**src/rtl/ad9361_cal_monitor.sv**
```systemverilog
// AD9361 calibration sequencer/monitor: reset hold, ordered stage tracking with timeout retry, LED/status map.
// Optional per-stage latency readback when AD9361_CAL_MON_LAT_EN is defined.
module ad9361_cal_monitor #(
  parameter int NUM_STAGES  = 7,
  parameter int TIMEOUT_CYC = 50_000_000,
  parameter int RST_CYC     = 1000,
  parameter int MAX_RETRY   = 2,
  parameter int BLINK_DIV   = 12_500_000
) (
  input  logic                  sys_clk,
  input  logic                  sys_rst,
  input  logic [NUM_STAGES-1:0] stage_done,
  output logic                  resetb,
  output logic                  spi_restart,
  output logic [NUM_STAGES-1:0] led,
  output logic [3:0]            cur_stage,
  output logic [3:0]            retry_cnt,
  output logic                  cfg_ok,
  output logic                  cfg_err,
  input  logic [3:0]            stage_sel,
  output logic [31:0]           stage_lat
);

  localparam int MAX_CYC = (TIMEOUT_CYC > RST_CYC) ? TIMEOUT_CYC : RST_CYC;
  localparam int TW      = $clog2(MAX_CYC + 1);
  localparam int BW      = (BLINK_DIV > 1) ? $clog2(BLINK_DIV) : 1;

  typedef enum logic [1:0] {
    RST_HOLD = 2'd0,
    WAIT     = 2'd1,
    DONE     = 2'd2,
    FAIL     = 2'd3
  } state_e;

  state_e                state_q, state_d;
  logic [TW-1:0]         timer_q, timer_d;
  logic [NUM_STAGES-1:0] latch_q, latch_d;
  logic [3:0]            cur_q, cur_d;
  logic [3:0]            retry_q, retry_d;
  logic [BW-1:0]         bcnt_q, bcnt_d;
  logic                  blink_q, blink_d;
  logic                  resetb_q, resetb_d;
  logic                  spi_q, spi_d;
  logic [NUM_STAGES-1:0] led_q, led_d;
  logic                  ok_q, ok_d;
  logic                  err_q, err_d;
  logic [NUM_STAGES-1:0] sel_mask, next_mask, below_mask;
  logic                  hit;

  always_ff @(posedge sys_clk) begin
    if (sys_rst) begin
      state_q  <= RST_HOLD;
      timer_q  <= '0;
      latch_q  <= '0;
      cur_q    <= 4'd0;
      retry_q  <= 4'd0;
      bcnt_q   <= '0;
      blink_q  <= 1'b0;
      resetb_q <= 1'b0;
      spi_q    <= 1'b0;
      led_q    <= '0;
      ok_q     <= 1'b0;
      err_q    <= 1'b0;
    end else begin
      state_q  <= state_d;
      timer_q  <= timer_d;
      latch_q  <= latch_d;
      cur_q    <= cur_d;
      retry_q  <= retry_d;
      bcnt_q   <= bcnt_d;
      blink_q  <= blink_d;
      resetb_q <= resetb_d;
      spi_q    <= spi_d;
      led_q    <= led_d;
      ok_q     <= ok_d;
      err_q    <= err_d;
    end
  end

  always_comb begin
    state_d = state_q;
    timer_d = timer_q;
    latch_d = latch_q | stage_done;
    cur_d   = cur_q;
    retry_d = retry_q;
    bcnt_d  = bcnt_q + BW'(1);
    blink_d = blink_q;
    led_d   = '0;

    if (bcnt_q == BW'(BLINK_DIV - 1)) begin
      bcnt_d  = '0;
      blink_d = ~blink_q;
    end else begin
      bcnt_d  = bcnt_q + BW'(1);
    end

    // A stage is satisfied by a flag latched earlier or one arriving this cycle
    sel_mask = NUM_STAGES'(1) << cur_q;
    hit      = |((latch_q | stage_done) & sel_mask);

    case (state_q)
      RST_HOLD: begin
        latch_d = '0;
        cur_d   = 4'd0;
        if (timer_q == TW'(RST_CYC - 1)) begin
          timer_d = '0;
          state_d = WAIT;
        end else begin
          timer_d = timer_q + TW'(1);
        end
      end
      WAIT: begin
        if (hit) begin
          timer_d = '0;
          if (cur_q == 4'(NUM_STAGES - 1)) begin
            state_d = DONE;
          end else begin
            cur_d = cur_q + 4'd1;
          end
        end else if (timer_q == TW'(TIMEOUT_CYC - 1)) begin
          if (retry_q < 4'(MAX_RETRY)) begin
            retry_d = retry_q + 4'd1;
            timer_d = '0;
            state_d = RST_HOLD;
          end else begin
            state_d = FAIL;
          end
        end else begin
          timer_d = timer_q + TW'(1);
        end
      end
      DONE: begin
        state_d = DONE;
      end
      FAIL: begin
        state_d = FAIL;
      end
      default: begin
        state_d = RST_HOLD;
      end
    endcase

    next_mask  = NUM_STAGES'(1) << cur_d;
    below_mask = next_mask - NUM_STAGES'(1);
    case (state_d)
      RST_HOLD: led_d = '0;
      DONE:     led_d = '1;
      default:  led_d = below_mask | (blink_d ? next_mask : '0);
    endcase

    resetb_d = (state_d != RST_HOLD);
    spi_d    = (state_q == RST_HOLD) && (state_d == WAIT);
    ok_d     = (state_d == DONE);
    err_d    = (state_d == FAIL);
  end

  assign resetb      = resetb_q;
  assign spi_restart = spi_q;
  assign led         = led_q;
  assign cur_stage   = cur_q;
  assign retry_cnt   = retry_q;
  assign cfg_ok      = ok_q;
  assign cfg_err     = err_q;

`ifdef AD9361_CAL_MON_LAT_EN
  logic [31:0] lat_q [NUM_STAGES];
  logic [31:0] lat_d [NUM_STAGES];
  logic [31:0] rd_q, rd_d;

  always_ff @(posedge sys_clk) begin
    if (sys_rst) begin
      for (int k = 0; k < NUM_STAGES; k++) lat_q[k] <= 32'd0;
      rd_q <= 32'd0;
    end else begin
      for (int k = 0; k < NUM_STAGES; k++) lat_q[k] <= lat_d[k];
      rd_q <= rd_d;
    end
  end

  // Latency is the number of WAIT cycles spent on the stage, hit cycle included
  always_comb begin
    rd_d = 32'd0;
    for (int k = 0; k < NUM_STAGES; k++) begin
      lat_d[k] = lat_q[k];
      if (state_q == RST_HOLD) begin
        lat_d[k] = 32'd0;
      end else if ((state_q == WAIT) && hit && (cur_q == 4'(k))) begin
        lat_d[k] = 32'(timer_q) + 32'd1;
      end else begin
        lat_d[k] = lat_q[k];
      end
      if (stage_sel == 4'(k)) begin
        rd_d = lat_q[k];
      end else begin
        rd_d = rd_d;
      end
    end
  end

  assign stage_lat = rd_q;
`else
  logic unused_stage_sel;
  assign unused_stage_sel = ^stage_sel;
  assign stage_lat        = 32'd0;
`endif

endmodule

```
**config.mk**
```make
export PLATFORM = sky130hd
export DESIGN_NAME = ad9361_cal_monitor
export DESIGN_NICKNAME = d
export VERILOG_FILES = /design/src/rtl/ad9361_cal_monitor.sv
export SDC_FILE = /design/constraint.sdc
export NUM_CORES = 1
export LEC_CHECK = 0
export CAP_MARGIN = 20
export CORE_UTILIZATION = 40
export DETAILED_ROUTE_END_ITERATION = 16
export DONT_BUFFER_PORTS = 1
export SLEW_MARGIN = 20
export SYNTH_ARGS = -nofsm -noshare
export SYNTH_HDL_FRONTEND = slang
export SYNTH_SLANG_ARGS = --single-unit
```
**constraint.sdc**
```tcl
create_clock -name sys_clk -period 4.23 [get_ports sys_clk]
set_input_delay 0.846 -clock sys_clk [delete_from_list [all_inputs] [get_ports sys_clk]]
set_output_delay 0.846 -clock sys_clk [all_outputs]
set_load 0.01 [all_outputs]
```
# Word-level counts from Yosys, hierarchy flattened
# Index checks and enable logic that the tools add are counted.
[word_totals] register_bits=79 inputBits=13 out_inout_bits=51 elab_cells=63
[op_classes] n_addsub=5 magnitude_cmp=1 n_eq_ne=11 n_shift=2 mux=17 bitwise_logic=5 reduce_logical=10
[ops] operator="two-way mux 26 bit" n=4
[ops] operator="one-hot mux 26 bit (2 select lines)" n=1
[ops] operator="adder 26 x 1 -> 26 bit (second input constant)" n=1
[ops] operator="== test 26 x 10 -> 1 bit (second input constant)" n=1
[ops] operator="== test 26 bit (second input constant)" n=1
[ops] operator="adder 24 x 1 -> 24 bit (second input constant)" n=1
[ops] operator="== test 24 bit (second input constant)" n=1
[ops] operator="bitwise OR 7 bit" n=2
[ops] operator="one-hot mux 7 bit (2 select lines)" n=1
[ops] operator="<< shifter 1 x 4 -> 7 bit (first input constant)" n=2
[ops] operator="two-way mux 2 bit" n=5
[ops] operator="adder 4 x 1 -> 4 bit (second input constant)" n=2
[ops] operator="== test 2 bit (second input constant)" n=4
[ops] operator="two-way mux 4 bit" n=2
[ops] operator="one-hot mux 2 bit (4 select lines)" n=1
[ops] operator="one-hot mux 4 bit (2 select lines)" n=1
[ops] operator="AND 7 bit" n=1
[ops] operator="two-way mux 7 bit" n=1
[ops] operator="OR reduction 7 bit" n=1
[ops] operator="subtractor 7 x 1 -> 7 bit (second input constant)" n=1
[ops] operator="== test 2 x 1 -> 1 bit (second input constant)" n=2
[ops] operator="== test 4 x 3 -> 1 bit (second input constant)" n=1
[ops] operator="logical NOT 2 bit" n=2
[ops] operator="less-than comparator 4 x 2 -> 1 bit (second input constant)" n=1
[ops] operator="8 further kinds" n=11

# Depth between registers and ports, before layout
# Gate-level depths: netlist of the first run.
[depth] word_depth=9 ltp_mapped=15 mapped_depth_nobuf=14

# Least setup slack after synthesis of the first run
# No wires, ideal clock.
[synth_timing] path_type="input -> register" from="input port stage_done[2]" to="register led_q[6], in the netlist led[6]" setup_ps=74 arrival_ps=3132 required_time_ps=4156 path_slack_ps=1024 path_stages=13 n_path_buf=1 cell_sequence="nor2_1 or4b_1 and4_4 buf_6 o41ai_4 nor2b_1 and2_1 nand2_1 ha_1 inv_1 a211oi_1 nor3b_1 o21ai_0"
[synth_between] elab_chain_len=9 elab_cells_between_ends=14 classes_between="add/sub (1); eq/ne (1); shift (1); mux (6); bitwise (3); reduce/logical (2)"
[synth_rtl] item="start, declared" line="12" text="input logic [NUM_STAGES-1:0] stage_done,"
[synth_rtl] item="bitwise OR 7 bit *" line="99" text="hit = |((latch_q | stage_done) & sel_mask);"
[synth_rtl] item="AND 7 bit *" line="99"
[synth_rtl] item="OR reduction 7 bit *" line="99"
[synth_rtl] item="two-way mux 4 bit" line="113" text="if (hit) begin"
[synth_rtl] item="one-hot mux 4 bit (2 select lines)" line="101" text="case (state_q)"
[synth_rtl] item="<< shifter 1 x 4 -> 7 bit" line="143" text="next_mask = NUM_STAGES'(1) << cur_d;"
[synth_rtl] item="subtractor 7 x 1 -> 7 bit or two-way mux 7 bit (tied branches)" line="144, 148"
[synth_rtl] item="bitwise OR 7 bit" line="148" text="default: led_d = below_mask | (blink_d ? next_mask : '0);"
[synth_rtl] item="one-hot mux 7 bit (2 select lines) *" line="145" text="case (state_d)"
[synth_rtl] item="end signal, assigned" line="74" text="led_q <= led_d;"
[synth_rtl] item="end, declared" line="44" text="logic [NUM_STAGES-1:0] led_q, led_d;"
# Mark *: on every way between the ends. The rest lies on a longest branch, timed or not.
# A chain may end at the register's enable or synchronous reset.

# Final worst setup path of the first run
[layout_timing] from="register cur_q[1], in the netlist cur_stage[1]" to="register led_q[6], in the netlist led[6]"
[layout_between] elab_chain_len=9 elab_cells_between_ends=18 classes_between="add/sub (2); eq/ne (2); shift (2); mux (8); bitwise (2); reduce/logical (2)"
[layout_rtl] item="start, declared" line="38" text="logic [3:0] cur_q, cur_d;"
[layout_rtl] item="start signal, assigned" line="68" text="cur_q <= cur_d;"
[layout_rtl] item="parallel branches: the longest is 8 deep, another holds subtractor 7 x 1 -> 7 bit"
[layout_rtl] item="one-hot mux 7 bit (2 select lines) *" line="145"
# Every way passes the cells marked *.

==> results of run 1 <==
==> cell type report <==
class | count | area (um2) | share of cell area (%)
clock inverter | 4 | 55.1 | 1.30
tap | 133 | 166 | 3.92
timing repair buffer | 1 | 7.51 | 0.177
clock buffer | 11 | 151 | 3.57
sequential | 79 | 1580 | 37.3
inverter | 19 | 71.3 | 1.68
multi-input combinational | 367 | 2210 | 52.1
==> power breakdown <==
group | leakage (uW) | switching (uW) | internal (uW)
Combinational | 0.000865 | 31.3 | 11.4
Clock | 0.000102 | 280 | 303
Sequential | 0.000637 | 4.39 | 748
==> logic make-up after synthesis <==
group / Yosys count / share of synthesized area [%]
buffers and inverters: 65 / 9.40
flip-flops: 79 / 39.0
other: 1 / 0.0924
adder cells (fa/ha/maj): 9 / 2.78
AO/OA/AOI/OAI: 49 / 8.30
AND/OR/NAND/NOR: 228 / 29.7
multiplexers: 5 / 1.26
XOR/XNOR: 44 / 9.50
==> final timing paths <==
kind                      startpoint                   end  slack, ns  cells past startpoint
min reg2reg     bcnt_q[0]$_SDFF_PP0_  bcnt_q[0]$_SDFF_PP0_       0.46                      1
min             bcnt_q[0]$_SDFF_PP0_  bcnt_q[0]$_SDFF_PP0_       0.46                      1
max          cur_stage[1]$_SDFF_PP0_     led[6]$_SDFF_PP0_       0.87                     12
max reg2reg  cur_stage[1]$_SDFF_PP0_     led[6]$_SDFF_PP0_       0.87                     12
==> worst max-delay path, stage by stage (launching register included) <==
cell and delay [ns]:
dfxtp_1 0.55, ha_1 0.26, or4b_1 0.50, and4_4 0.27
o41ai_4 0.49, nor2b_1 0.17, and2_1 0.23, nand2_1 0.08
ha_1 0.24, inv_1 0.06, a211oi_1 0.22, nor3b_1 0.08
o21ai_0 0.14
==> cell usage in the layout (no fill, tap or decap), types with 8 or more instances in the layout <==
cell type	synthesis	routed
nor3_1	10	10
xor2_1	21	21
conb_1	1	32
nand3_1	23	23
clkbuf_8	0	11
nand2_1	26	26
nand2b_1	8	8
and3_1	14	14
a21oi_1	10	10
xnor2_1	23	23
nor2_1	89	89
ha_1	9	9
nand4_1	10	10
inv_1	19	19
o21ai_0	18	18
dfxtp_1	79	79
==> layer usage <==
layer	share of wire, %	wire length, um	up-vias
met1	47	3600	1413
met4	2.5	194	0
met5	0	0	-
met2	46	3570	64
met3	4.6	353	15
li1	-	-	1550
==> registers in the layout, indices dropped and copies added, names as in the netlist <==
register     cells
resetb           1
spi_restart      1
bcnt_q          24
cfg_ok           1
retry_cnt        4
led              7
blink_q          1
cfg_err          1
latch_q          7
timer_q         26
state_q          2
cur_stage        4
==> per-stage QoR <==
stage	setup slack, ns	area, um2	hold slack [ns]	std cells
after floorplan	1.02	4170	0.426	511
after global placement	0.848	4040	0.443	599
after detailed placement	0.790	4040	0.445	599
after CTS	0.879	4240	0.464	614
after global routing	0.554	4240	0.473	614
final	0.872	4240	0.460	614
==> run summary, run 1 <==
status: finished clean
Nets: 499
Synth top area share: 39.0%
# rows: 36
GR Util met1: 19.5%
MaxCap Viol Count: 0
diode count: 0
crit-path max FO: 8
Synth Register Bits: 79
Synth cell types: 56
Setup-failing EPs final: 0
Setup CP Type: reg2reg
via count: 3042
fmax: 0.298 GHz
synthesized area per cell: 8.45 um2
port bufs: 0
met2 Usage GRT: 26.4%
die area: 10600 um2
vias in the first global route: 2875
area grow syn2layout: 4.59%
H-tree depth: 3
RSZ-0062 raised after global routing: no
share of layout cells above drive strength 1: 7.28%
Die Width: 103 um
Clock Skew: 0.0145 ns
Initial Util: 41.3%
postcts setup bufs: 0
CTS Buf Count: 9
most instantiated library cell after synthesis: nor2_1
pins over their slew limit: 0
initial antenna violation count: 0
synth cell count leaders: 89 x nor2_1, 79 x dfxtp_1, 32 x buf_4
Tot Pwr: 1380 uW
first-pass GRT wire length: 13.2 mm
WP data required: 4.53 ns
IO Pins: 64
Slew @ Worst Pin: 0.895 ns
final period utilization: 79.4%
drt via density: 4.95
hold bufs inserted after CTS: 0
wire per inst: 12.6 um
Die Y: 103 um
DP Wirelength: 5.61 mm
sequential area share after synthesis: 39.0%
GRT Total Usage: 16.2%
gpl congestion: 0.832
Worst-path clk slew: 0.09 ns
Detailed Route WL: 7.72 mm
DR iter-0 viols: 109
Core ar.: 9820 um2
Final min period: 3.36 ns
TritonCTS clock tree: built
Antenna Nets Post-Route: 0
Mapped Area: 4060 um2
CTS root buf: clkbuf_8
Bufs on Longest Clock Path: 2
FFs w/ async S/R, synth: 0%
Sink Count: 79
filler instances: 1002
first drt pass iteration count: 4
DRC Markers: 0
post-cts resize count: 0
gr ovfl total: 0
post-synthesis instance total: 480
Min-Delay Path Class: reg2reg
final core occ: 43.2%
Worst-Skew Late Latency: 0.37 ns
grt met3 use: 4.95%
Setup crit end kind: flop
largest cells by area after synthesis: dfxtp_1 39%, nor2_1 8.2%, buf_4 5.9%, xnor2_1 5.0%, xor2_1 4.5%
startpoint types: flop
gr busiest metal: met2
Leakage: 0.00160 uW
top_reg_cell synth: dfxtp_1
final hold vios: 0
Yosys top cell by area: dfxtp_1
setup TNS: 0 ns
max_slew headroom: 40.3%
crit path DAT: 3.66 ns
pin count of the biggest net entering global routing: 25
Yosys warning count: 0
PwrDens: 325 nW/um2
number of flops mapped to enable cells by yosys: 0
VDD IR max: 0.117 mV
(Power assumes the default switching activity.)
==> run 2, diff against run 1 <==
Clock period 4.23 ns to 2.8 ns, I/O delays scaled along.
==> run 2 against run 1 <==
Compared with the run above:
- combinational power increased by 67%
- worst hold slack got worse by 0.20 ns
- global-route usage increased by 0.30 points
- maximum frequency increased by 23%
- critical path type unchanged
- flip-flop and latch count unchanged
- first-iteration DRC count decreased by 17%
- non-clock buffer count increased by 27
- highest routed layer unchanged
==> run summary, run 2 (synthesis results as in run 1) <==
PwrDens: 458 nW/um2 (was 325 nW/um2)
first drt pass iteration count: 4 (unchanged)
Setup-failing EPs final: 0 (unchanged)
final hold vios: 0 (unchanged)
port bufs: 0 (unchanged)
gpl congestion: 0.844 (was 0.832)
Nets: 526 (was 499)
drt via density: 4.93 (was 4.95)
fin area: 4510 um2 (was 4240 um2)
Hold Path End: cur_stage[2]$_SDFF_PP0_ (was bcnt_q[0]$_SDFF_PP0_)
Setup CP Type: reg2reg (unchanged)
worst hold start: sys_rst (was bcnt_q[0]$_SDFF_PP0_)
placed cell area: 4220 um2 (was 4040 um2)
Final min period: 2.72 ns (was 3.36 ns)
pins over their slew limit: 0 (unchanged)
DR iter-0 viols: 90 (was 109)
Die Y: 103 um (unchanged)
hold bufs inserted after CTS: 0 (unchanged)
MaxCap Viol Count: 0 (unchanged)
Bufs and invs on worst path: 1 (unchanged)
status: finished clean (unchanged)
Antenna Nets Post-Route: 0 (unchanged)
pin count of the biggest net entering global routing: 22 (was 25)
fin cells: 642 (was 614)
diode count: 0 (unchanged)
startpoint types: flop (unchanged)
gr ovfl total: 0 (unchanged)
DP Wirelength: 5.86 mm (was 5.61 mm)
CTS Buf Count: 9 (unchanged)
Worst-path clk slew: 0.08 ns (was 0.09 ns)
setup TNS: 0 ns (unchanged)
initial antenna violation count: 0 (unchanged)
Leakage: 0.00174 uW (was 0.00160 uW)
most flop-heavy register: timer_q (unchanged)
most frequent cells in the layout: 89 x nor2_1, 77 x dfxtp_1, 32 x conb_1, 28 x buf_4, 25 x nand2_1 (was 89 x nor2_1, 79 x dfxtp_1, 32 x conb_1, 26 x nand2_1)
Crit path depth: 11 (was 12)
WP data required: 3.10 ns (was 4.53 ns)
final period utilization: 97.2% (was 79.4%)
Max stage delay on crit path: 0.46 ns (was 0.55 ns)
CTS root buf: clkbuf_8 (unchanged)
commonest non-fill, non-tap cell in the layout: nor2_1 (unchanged)
first-pass GRT wire length: 13.5 mm (was 13.2 mm)
Bufs on Longest Clock Path: 2 (unchanged)
RSZ-0062 raised after global routing: yes (was no)
biggest regs: timer_q x26, bcnt_q x24 (unchanged)
Min-Delay Path Class: in2reg (was reg2reg)
# rows: 36 (unchanged)
max_slew headroom: 46.6% (was 40.3%)
via count: 3168 (was 3042)
Worst-Skew Late Latency: 0.36 ns (was 0.37 ns)
VDD IR max: 0.186 mV (was 0.117 mV)
Core ar.: 9820 um2 (unchanged)
GRT Total Usage: 16.5% (was 16.2%)
Sink Count: 79 (unchanged)
critical path's slowest cell: or4b_4 (was dfxtp_1)
FF-to-FF Start: cur_stage[0]$_SDFF_PP0_ (was cur_stage[1]$_SDFF_PP0_)
max reg flops: 26 (unchanged)
H-tree depth: 3 (unchanged)
Die Width: 103 um (unchanged)
share of layout cells above drive strength 1: 14.7% (was 7.28%)
hold depth: 1 (unchanged)
reg-to-reg endpoint: led[6]$_SDFF_PP0_ (unchanged)
r2r setup slk: 0.08 ns (was 0.87 ns)
crit path DAT: 3.02 ns (was 3.66 ns)
Setup crit end kind: flop (unchanged)
wire per inst: 12.6 um (about the same)
DRC Markers: 0 (unchanged)
critical path's top delay family: simple AND/OR/NAND/NOR gates (unchanged)
vias in the first global route: 2996 (was 2875)
TritonCTS clock tree: built (unchanged)
die area: 10600 um2 (unchanged)
Detailed Route WL: 8.07 mm (was 7.72 mm)
crit-path max FO: 7 (was 8)
IO Pins: 64 (unchanged)
critical path, cell by cell: inv_2 -> ha_2 -> or4b_4 -> and4_4 -> nor3_4 -> mux2i_4 -> nand2_2 -> ha_4 -> nor4_2 -> nor3b_1 -> o21ai_1 (was ha_1 -> or4b_1 -> and4_4 -> o41ai_4 -> nor2b_1 -> and2_1 -> nand2_1 -> ha_1 -> inv_1 -> a211oi_1 -> nor3b_1 -> o21ai_0)
filler instances: 979 (was 1002)
Initial Util: 41.3% (unchanged)
Slew @ Worst Pin: 0.799 ns (was 0.895 ns)
fmax: 0.367 GHz (was 0.298 GHz)
Clock Skew: 0.0109 ns (was 0.0145 ns)
Placed Cells incl. Taps: 620 (was 599)
cells on worst reg2reg path: 11 (was 12)
area grow syn2layout: 11.1% (was 4.59%)
## run 2: changes by cell type in the layout (fill, tap and decap cells not counted), moves of 2 or more
cell,previous run,this run
buf_4,1,28
clkbuf_1,0,2
clkinv_4,2,0
dfxtp_1,79,77
dfxtp_4,0,2
ha_1,9,7
inv_1,19,17
inv_2,0,2
## run 2: report_power, final
part / internal [uW] / leakage, uW / switching, uW
sequential: 1130 / 0.000639 / 6.95
clock: 440 / 0.0000932 / 417
combinational: 22.3 / 0.00100 / 48.9
## run 2: repair_timing
action,CTS,global route
setup endpoints to repair,0,10
gates resized for setup,0,10
buffers inserted,0,6
## run 2: worst max-delay path by stage
stage | startpoint | to | slack [ns]
3_3_place_gp | stage_done[2] | led[6]$_SDFF_PP0_ | 0.006
5_1_grt | cur_stage[0]$_SDFF_PP0_ | led[6]$_SDFF_PP0_ | -0.06
6_report | cur_stage[0]$_SDFF_PP0_ | led[6]$_SDFF_PP0_ | 0.08
2_1_floorplan | stage_done[2] | led[6]$_SDFF_PP0_ | 0.002
4_1_cts | cur_stage[0]$_SDFF_PP0_ | led[6]$_SDFF_PP0_ | 0.03
3_5_place_dp | stage_done[2] | led[6]$_SDFF_PP0_ | -0.002
## run 2: routing by layer
metal,GRT usage (%),up-vias,part of all wire (%)
met4,7.80,0,1.4
met1,19.9,1482,47
met5,0,-,0
li1,-,1609,-
met2,27.2,66,47
met3,4.75,11,4.3
## run 2: final cells by class
type                    instances  area [um2]  share of cell area (%)
multi-input cells             367        2270                    50.4
flip-flops and latches         79        1590                    35.2
repair buffers                 28         210                    4.66
well taps                     133         166                    3.69
clock buffers                  12         145                    3.22
inverters                      19        71.3                    1.58
clock inverters                 4        53.8                    1.19
## run 2: worst register-to-register path: stages, from the launching register on
cell,delay (ns)
dfxtp_4,0.37
inv_2,0.07
ha_2,0.19
or4b_4,0.46
and4_4,0.25
nor3_4,0.20
mux2i_4,0.31
nand2_2,0.11
ha_4,0.20
nor4_2,0.31
nor3b_1,0.09
o21ai_1,0.12
## run 2: stage by stage
stage	utilization (%)	setup WS (ns)	hold slack (ns)	total power, uW
finish	45.9	0.0774	0.259	2060
global route	45.9	-0.0605	0.225	2170
CTS	45.0	0.0298	0.238	2090
detailed placement	42.9	-0.00220	0.454	1230
global placement	42.9	0.00586	0.442	1230
floorplan	-	0.00217	0.426	1250
==> run 3, diff against run 2 <==
--- a/constraint.sdc
+++ b/constraint.sdc
@@ -3,2 +3,2 @@
 set_output_delay 0.56 -clock sys_clk [all_outputs]
-set_load 0.01 [all_outputs]
+set_load 0.02 [all_outputs]
==> run 3 against run 2 <==
Compared with the run above:
- final cell count fell by 0.93%
- via count fell by 1.0%
- sequential share of layout area rose by 0.069 points
- setup slack improved by 0.046 ns
==> run summary, run 3 (synthesis results as in run 1) <==
fin cells: 636 (was 642)
fin area: 4500 um2 (was 4510 um2)
GRT Total Usage: 16.4% (was 16.5%)
drt via density: 4.93 (about the same)
most frequent cells in the layout: 89 x nor2_1, 77 x dfxtp_1, 32 x conb_1, 25 x nand2_1 (was 89 x nor2_1, 77 x dfxtp_1, 32 x conb_1, 28 x buf_4, 25 x nand2_1)
final core occ: 45.8% (was 45.9%)
first drt pass iteration count: 4 (unchanged)
hold bufs inserted after CTS: 0 (unchanged)
DP Wirelength: 5.79 mm (was 5.86 mm)
IO Pins: 64 (unchanged)
first-pass GRT wire length: 13.4 mm (was 13.5 mm)
Die Y: 103 um (unchanged)
CTS Buf Count: 9 (unchanged)
share of layout cells above drive strength 1: 13.9% (was 14.7%)
vias in the first global route: 2925 (was 2996)
TritonCTS clock tree: built (unchanged)
Placed Cells incl. Taps: 616 (was 620)
initial antenna violation count: 0 (unchanged)
MaxCap Viol Count: 0 (unchanged)
diode count: 0 (unchanged)
Min-Delay Path Class: in2reg (unchanged)
status: finished clean (unchanged)
Nets: 521 (was 526)
Worst-path clk slew: 0.08 ns (about the same)
Worst-Skew Late Latency: 0.34 ns (was 0.36 ns)
DR iter-0 viols: 128 (was 90)
wire per inst: 12.5 um (was 12.6 um)
CTS root buf: clkbuf_8 (unchanged)
Antenna Nets Post-Route: 0 (unchanged)
most flop-heavy register: timer_q (unchanged)
Sink Count: 79 (unchanged)
final period utilization: 95.6% (was 97.2%)
max reg flops: 26 (unchanged)
Bufs on Longest Clock Path: 2 (unchanged)
port bufs: 0 (unchanged)
Initial Util: 41.3% (unchanged)
# rows: 36 (unchanged)
Setup crit end kind: flop (unchanged)
commonest non-fill, non-tap cell in the layout: nor2_1 (unchanged)
placed cell area: 4180 um2 (was 4220 um2)
pins over their slew limit: 0 (unchanged)
fmax: 0.374 GHz (was 0.367 GHz)
Slew @ Worst Pin: 0.798 ns (was 0.799 ns)
Detailed Route WL: 7.98 mm (was 8.07 mm)
Die Width: 103 um (unchanged)
VDD IR max: 0.262 mV (was 0.186 mV)
Setup CP Type: reg2reg (unchanged)
Leakage: 0.00173 uW (was 0.00174 uW)
gpl congestion: 0.797 (was 0.844)
area grow syn2layout: 10.9% (was 11.1%)
Clock Skew: 0.00627 ns (was 0.0109 ns)
Final min period: 2.68 ns (was 2.72 ns)
final hold vios: 0 (unchanged)
biggest regs: timer_q x26, bcnt_q x24 (unchanged)
crit path DAT: 2.96 ns (was 3.02 ns)
max_slew headroom: 46.7% (was 46.6%)
gr ovfl total: 0 (unchanged)
crit-path max FO: 6 (was 7)
via count: 3135 (was 3168)
filler instances: 958 (was 979)
DRC Markers: 0 (unchanged)
Core ar.: 9820 um2 (unchanged)
Setup-failing EPs final: 0 (unchanged)
WP data required: 3.08 ns (was 3.10 ns)
pin count of the biggest net entering global routing: 22 (unchanged)
die area: 10600 um2 (unchanged)
PwrDens: 474 nW/um2 (was 458 nW/um2)
RSZ-0062 raised after global routing: yes (unchanged)
startpoint types: flop (unchanged)
H-tree depth: 3 (unchanged)
setup TNS: 0 ns (unchanged)
## run 3: per-layer routing
| metal | routed length (um) | up-vias | part of all wire, % | track usage, % |
|---|---|---|---|---|
| met5 | 0 | - | 0 | 0 |
| met4 | 159 | 0 | 2.0 | 9.01 |
| li1 | - | 1595 | - | - |
| met1 | 3730 | 1456 | 47 | 19.9 |
| met3 | 333 | 14 | 4.2 | 3.66 |
| met2 | 3760 | 70 | 47 | 26.9 |
## run 3: layout make-up
type	count	area, um2	share of cell area (%)
multi-input cells	367	2290	50.9
repair buffers	23	173	3.84
inverters	19	71.3	1.59
clock inverters	5	82.6	1.84
flip-flops and latches	79	1590	35.3
well taps	133	166	3.70
clock buffers	10	128	2.84
## run 3: repair_timing
action                                  in CTS  in global routing
setup buffers                                0                  5
hold endpoints to repair                     0                  0
resized for setup                            0                 12
endpoints found under the setup margin       0                  3
## run 3: path summary, 6_finish.rpt
kind / from / end / slack, ns / cells past startpoint
min reg2reg: bcnt_q[0]$_SDFF_PP0_ / bcnt_q[0]$_SDFF_PP0_ / 0.47 / 1
max reg2reg: cur_stage[0]$_SDFF_PP0_ / led[6]$_SDFF_PP0_ / 0.12 / 14
max: cur_stage[0]$_SDFF_PP0_ / led[6]$_SDFF_PP0_ / 0.12 / 14
min: sys_rst / cur_stage[2]$_SDFF_PP0_ / 0.27 / 1
## run 3: worst max-delay path, stage by stage (launching register included)
cell and delay, ns:
dfxtp_4 0.37, inv_2 0.09, ha_4 0.14, or4b_4 0.46, and4_4 0.24, nor3_4 0.19
mux2i_1 0.24, buf_4 0.16, inv_1 0.07, nand2_2 0.08, ha_4 0.18, inv_1 0.06
a211oi_2 0.16, nor3b_2 0.07, o21ai_1 0.12
## run 3: through the flow
step	worst slack (ns)	hold WS (ns)	power (uW)
2_1_floorplan	0.00522	0.426	1270
3_3_place_gp	0.0223	0.443	1250
3_5_place_dp	-0.0126	0.458	1250
4_1_cts	0.00568	0.251	2160
5_1_grt	-0.0269	0.242	2240
6_report	0.124	0.273	2130
## run 3: report_power, final
part / internal [uW] / leakage [uW] / total (uW) / switching (uW)
registers: 1130 / 0.000639 / 1130 / 6.91
clock network: 501 / 0.000107 / 905 / 404
logic: 23.3 / 0.000987 / 91.0 / 67.7
